$ cat src/rtl/if_id_pipe_pkg.sv
// rtl/if_id_pipe_pkg.sv - shared types and constants for the IF/ID pipeline stage
// Contents: default instruction width, IF/ID entry struct, NOP encoding.
package if_id_pipe_pkg;

  localparam int INST_W_DEF = 16;

  localparam logic [INST_W_DEF-1:0] NOP = 16'h0000;

  // One buffered fetch result: the instruction and the word that follows it.
  typedef struct packed {
    logic [INST_W_DEF-1:0] inst;
    logic [INST_W_DEF-1:0] nextinst;
  } if_id_entry_t;

endpackage

$ cat src/rtl/if_id_fifo_mem.sv
// rtl/if_id_fifo_mem.sv - DEPTH x (2*INST_W) storage for the IF/ID FIFO
// Ports:
//   clk    in   stage clock, writes on the falling edge
//   rst    in   synchronous active-high clear of every entry
//   we     in   write enable
//   waddr  in   write address
//   wdata  in   {inst, nextinst} entry to write
//   raddr  in   read address
//   rdata  out  entry at raddr (combinational)
module if_id_fifo_mem #(
  parameter int INST_W = 16,
  parameter int DEPTH  = 2
) (
  input  logic                     clk,
  input  logic                     rst,
  input  logic                     we,
  input  logic [$clog2(DEPTH)-1:0] waddr,
  input  logic [2*INST_W-1:0]      wdata,
  input  logic [$clog2(DEPTH)-1:0] raddr,
  output logic [2*INST_W-1:0]      rdata
);

  logic [2*INST_W-1:0] mem [DEPTH];

  always_ff @(negedge clk) begin
    if (rst) begin
      for (int i = 0; i < DEPTH; i++) begin
        mem[i] <= '0;
      end
    end else if (we) begin
      mem[waddr] <= wdata;
    end
  end

  assign rdata = mem[raddr];

endmodule

$ cat src/rtl/if_id_pipe.sv
// rtl/if_id_pipe.sv - IF/ID pipeline stage buffering up to DEPTH instruction pairs
// Ports:
//   clk, rst                    falling-edge clock, synchronous active-high reset
//   hit, instruction,
//   nextinstruction, in_ready   fetch side: pair offered when hit, taken when in_ready
//   flush                       drop every buffered pair (branch redirect)
//   instOut, nextinstOut,
//   hitOut, out_ready           decode side: head pair, valid, consume
//   count                       current occupancy
//   stall_cnt                   only with IFID_STALL_CNT_EN: saturating count of
//                               edges where the head was valid but not consumed
module if_id_pipe
  import if_id_pipe_pkg::*;
#(
  parameter int INST_W = INST_W_DEF,
  parameter int DEPTH  = 2
) (
  input  logic                     clk,
  input  logic                     rst,
  input  logic                     hit,
  input  logic [INST_W-1:0]        instruction,
  input  logic [INST_W-1:0]        nextinstruction,
  output logic                     in_ready,
  input  logic                     flush,
  output logic [INST_W-1:0]        instOut,
  output logic [INST_W-1:0]        nextinstOut,
  output logic                     hitOut,
  input  logic                     out_ready,
`ifdef IFID_STALL_CNT_EN
  output logic [31:0]              stall_cnt,
`endif
  output logic [$clog2(DEPTH):0]   count
);

  localparam int AW = $clog2(DEPTH);
  localparam int CW = AW + 1;

  logic [AW-1:0]       wr_ptr;
  logic [AW-1:0]       rd_ptr;
  logic                push;
  logic                pop;
  logic [2*INST_W-1:0] head;

  // Handshake is decoded from occupancy alone, so there is no path from
  // out_ready to in_ready and a full buffer never accepts a pass-through pair.
  assign in_ready = (count != CW'(DEPTH));
  assign hitOut   = (count != '0);
  assign push     = hit && in_ready;
  assign pop      = hitOut && out_ready;

  // Pointers are AW bits and DEPTH is a power of two, so plain increment wraps.
  always_ff @(negedge clk) begin
    if (rst || flush) begin
      wr_ptr <= '0;
      rd_ptr <= '0;
      count  <= '0;
    end else begin
      if (push) wr_ptr <= wr_ptr + 1'b1;
      if (pop)  rd_ptr <= rd_ptr + 1'b1;
      case ({push, pop})
        2'b10:   count <= count + 1'b1;
        2'b01:   count <= count - 1'b1;
        default: count <= count;
      endcase
    end
  end

  // A flush wins over a push at the same edge, so the write is suppressed too.
  if_id_fifo_mem #(
    .INST_W (INST_W),
    .DEPTH  (DEPTH)
  ) u_mem (
    .clk   (clk),
    .rst   (rst),
    .we    (push && !flush),
    .waddr (wr_ptr),
    .wdata ({instruction, nextinstruction}),
    .raddr (rd_ptr),
    .rdata (head)
  );

  // Stale storage is masked so decode sees NOP whenever the buffer is empty.
  assign instOut     = hitOut ? head[2*INST_W-1:INST_W] : INST_W'(NOP);
  assign nextinstOut = hitOut ? head[INST_W-1:0]        : INST_W'(NOP);

`ifdef IFID_STALL_CNT_EN
  // Survives flush so redirect-heavy code still shows its decode backpressure.
  always_ff @(negedge clk) begin
    if (rst) begin
      stall_cnt <= '0;
    end else if (hitOut && !out_ready && (stall_cnt != 32'hFFFF_FFFF)) begin
      stall_cnt <= stall_cnt + 32'd1;
    end
  end
`endif

endmodule
$ cat config.mk
export PLATFORM = sky130hd
export DESIGN_NAME = if_id_pipe
export DESIGN_NICKNAME = d
export VERILOG_FILES = /design/src/rtl/if_id_pipe_pkg.sv /design/src/rtl/if_id_fifo_mem.sv /design/src/rtl/if_id_pipe.sv
export SDC_FILE = /design/constraint.sdc
export NUM_CORES = 1
export LEC_CHECK = 0
export ABC_AREA = 1
export BUFFER_PORTS_ARGS = -buffer_cell sky130_fd_sc_hd__buf_2
export CAP_MARGIN = 10
export CORE_MARGIN = 5
export CORE_UTILIZATION = 53
export CTS_CLUSTER_SIZE = 14
export DETAILED_ROUTE_END_ITERATION = 8
export PLACE_DENSITY = 0.75
export SLEW_MARGIN = 15
export SYNTH_ARGS = -nofsm -noshare
export SYNTH_HDL_FRONTEND = slang
export SYNTH_SLANG_ARGS = --single-unit
$ cat constraint.sdc
create_clock -name clk -period 4.33 [get_ports clk]
set_input_delay 0 -clock clk [delete_from_list [all_inputs] [get_ports clk]]
set_output_delay 0 -clock clk [all_outputs]
set_load 0.1 [all_outputs]
-- Yosys cells after proc, flatten, opt, wreduce, memory -nomap -nowiden
Memory sizes are Yosys's and may differ from the RTL's. A register that Yosys moved wholly into a read port is not among the register bits.
Cells that the tools add are included.
Widths: inputs -> output; s select.
- input bits: 37
- memories: 1
- bits in writable memories: 64
- output and inout bits: 36
- word-level logic and storage cells: 32
- bits in registers: 4
- memories (memory ; depth ; width ; rd ports ; clocked after memory_dff ; write ports ; line ; RTL):
    u_mem.mem ; 2 ; 32 ; 1 ; 1 ; 2 ; if_id_fifo_mem.sv:23 ; logic [2*INST_W-1:0] mem [DEPTH];
- muxes and demuxes: 13
- reductions and logical operators: 8
- add/sub/neg operators: 4
- eq/ne operators: 3
- operators with widths (kind ; number):
    $mux 16 ; 2
    $mux 32 ; 1
    $reduce_or 32->1 ; 1
    $mux 1 ; 9
    $pmux 2 s2 ; 1
    $reduce_bool 2->1 ; 2
    $logic_and 1x1->1 ; 3
    $add 1x1->1 const B ; 2
    $add 2x1->2 const B ; 1
    $eq 2x1->1 const B ; 1
    $eq 2x2->1 const B ; 1
    $ne 2x2->1 const B ; 1
    $sub 2x1->2 const B ; 1
    $logic_not 1->1 ; 1
    $logic_or 1x1->1 ; 1

-- Longest topological paths before layout
- depth in word-level cells: 8
- depth in mapped cells: 9

-- Modules after synthesis
A second synthesis with hierarchy kept.
- cell total of the unflattened synthesis: 380
- area, all modules: 3422.0 sq um
- modules (own cells, without submodules) (module ; instances ; area each (sq um) ; cells an instance ; sequential area each (sq um)):
    if_id_fifo_mem ; 1 ; 2919.0 ; 276 ; 1921.8
    if_id_pipe ; 1 ; 503.0 ; 104 ; 80.1

==> impl_metrics.toml <==
[run_status]
outcome = "finished clean"

[layout]
fillers = 452
final_cells = 536
antenna_cells = 0
drive_gt1_share_pct = 33.6
area_growth_pct = 32.5
layout_commonest_cell = "inv_1"
fin_nets = 496
layout_common_cells = "108 x inv_1, 73 x nand2_1, 72 x buf_2"

[synth]
postSynthAreaPerCell_sq_um = 10.1
synth_mux_area_share_pct = 0
synth_top_family_by_area = "simple AND/OR/NAND/NOR gates"
synth_area_leaders = "edfxtp_1 61%, nand2_1 8.6%, nor2_1 5.9%"
ys_ff_latch = 69
ys.warnings.count = 0
syn_nets = 353
synthCells = 315
synth-simple-area-share_pct = 22.3
yosysUniqueCellTypes = 20
yosysTopAreaCell = "edfxtp_1"
synth_top_cell_area_share_pct = 60.5
synth_area_sq_um = 3170
synth_seq_area_share_pct = 63.7
synthAdderAreaFrac_pct = 0.394
synth_xor_xnor_area_share_pct = 0
synth_compound_area_share_pct = 5.36

[clock_tree]
cts_tree = "built"
cts_hold_buf = 0
cts_resized = 0
htree_levels = 3
cts_setup_buffers = 0
clockBufferDepth = 2
root_buffer = "clkbuf_8"
clk_pin_slew_ps = 40
cts_sinks = 69
numCtsBuffers = 9
clock_latency_ps = 390

[detailed_routing]
drt-total-wl_microns = 7070
drcViolationCount = 0
drtAntennaViolNets = 0
num_vias = 2584
via_per_inst = 4.82
detail_route.iter0.violations = 127
wl_per_cell_microns = 13.2
firstDrtPassIters = 4

[grt]
grt_overflow = 0
track_usage_pct = 19.5
grt_start_max_net_pins = 34
grt_pass1_vias = 2752
grt_antenna_before_repair = 0
grt_pass1_wl_microns = 11400

[power_and_ir_drop]
p_leak_nw = 2.12
powerDensity_nw_per_um2 = 429
ir_worst_vdd_mv = 0.225

[worst_hold_path]
hold_class = "reg2reg"

[placement]
placed_cells = 454
io_buffers = 72
gp_congestion = 0.738
dp_hpwl_microns = 4260

[critical_path]
critPathKind = "reg2out"
endpoint = "instOut[9]"
cp_max_fo = 24
timing.rr.end = "count[1]$_SDFFE_NP0P_"
r2r_slack_ps = 2630
arrival_ps = 3990
critPathRequiredTime_ps = 4330
r2r_start = "count[1]$_SDFFE_NP0P_"
end_kind = "output port"
worst_setup_path_start_kind = "flip-flop"
r2r_cells = 8

[die]
die-width_microns = 87.4
rows = 28
die_h_microns = 87.4
core_area_sq_um = 5890
io_pins = 73
start_util_pct = 53.9
dieArea_sq_um = 7640

[sta]
setup_violations = 0
rsz0062_at_grt = "false"
worst_pin_slew_ps = 527
slew_violations = 0
finalSetupTns_ps = 0
report.final.hold_viol_count = 0
slew_headroom_pct = 64.9
clock_skew_ps = 23.3

[run]
max_cap_violations = 0
## per-layer routing
layer  vias up  track usage, %  share of wire (%)
li1       1281               -                  -
met1      1219            20.6                 40
met2        78            33.4                 53
met3         6            7.38                6.5
met4         0            10.5               0.71
met5         -               0                  0
## how the worst min path moves through the flow
| stage | start | slack, ps | depth (start not counted) | end |
|---|---|---|---|---|
| 6_report | count[0]$_SDFFE_NP0P_ | 510 | 1 | count[0]$_SDFFE_NP0P_ |
| 5_1_grt | rd_ptr$_SDFFE_NP0P_ | 540 | 2 | rd_ptr$_SDFFE_NP0P_ |
| 4_1_cts | count[0]$_SDFFE_NP0P_ | 520 | 1 | count[0]$_SDFFE_NP0P_ |
| 3_5_place_dp | count[0]$_SDFFE_NP0P_ | 510 | 1 | count[0]$_SDFFE_NP0P_ |
| 3_3_place_gp | rd_ptr$_SDFFE_NP0P_ | 490 | 2 | rd_ptr$_SDFFE_NP0P_ |
| 2_1_floorplan | rd_ptr$_SDFFE_NP0P_ | 470 | 2 | flip-flop |
## per-stage QoR
stage	utilization (%)	hold WS (ps)	instance area [sq um]	total power, W	setup slack, ps
detailed placement	63.8	506	3750	0.00111	746
global placement	63.8	485	3750	0.00111	752
CTS	71.5	517	4210	0.00184	335
global route	71.5	544	4210	0.00193	255
finish	71.5	512	4210	0.00180	344
floorplan	-	467	3320	0.00106	-164
## cells by family (layout without fill, tap and decap cells)
logic type / count (synthesis) / count (layout)
simple gates: 154 / 154
fa+ha+maj: 1 / 1
buf+inv: 57 / 203
flops: 69 / 69
compound gates: 34 / 34
## cell usage after synthesis, drive strengths merged
cell	instances
buf	7
nand2	76
nor2	75
dfxtp	5
nand4	1
clkbuf	9
nand3	2
a21oi	33
ha	1
edfxtp	64
inv	41
o21ai	1
## flip-flops by register name (all words and copies together) (netlist names), named ones only
register	cells
count	2
wr_ptr	1
rd_ptr	1
u_mem.mem	64
## cell type report
| type | count | area [sq um] | share of cell area [%] |
|---|---|---|---|
| Clock buffer | 9 | 124 | 2.94 |
| Clock inverter | 74 | 333 | 7.91 |
| Inverter | 40 | 150 | 3.57 |
| Multi-Input combinational cell | 189 | 1040 | 24.6 |
| Sequential cell | 69 | 2020 | 48.1 |
| Tap cell | 75 | 93.8 | 2.23 |
| Timing Repair Buffer | 80 | 445 | 10.6 |
## power by group
group	switching [W]	internal (W)	total, W
Sequential	0.0000110	0.000766	0.000777
Clock	0.000401	0.000398	0.000798
Combinational	0.000181	0.0000484	0.000229
Total	0.000592	0.00121	0.00180
## critical path, stage by stage, from the launching register on
cell and delay, ps:
dfxtp_1 300, inv_1 250, buf_12 220, nand2_1 90, a21oi_2 140, buf_2 440
Note: power is estimated with default switching activity, not from simulation.
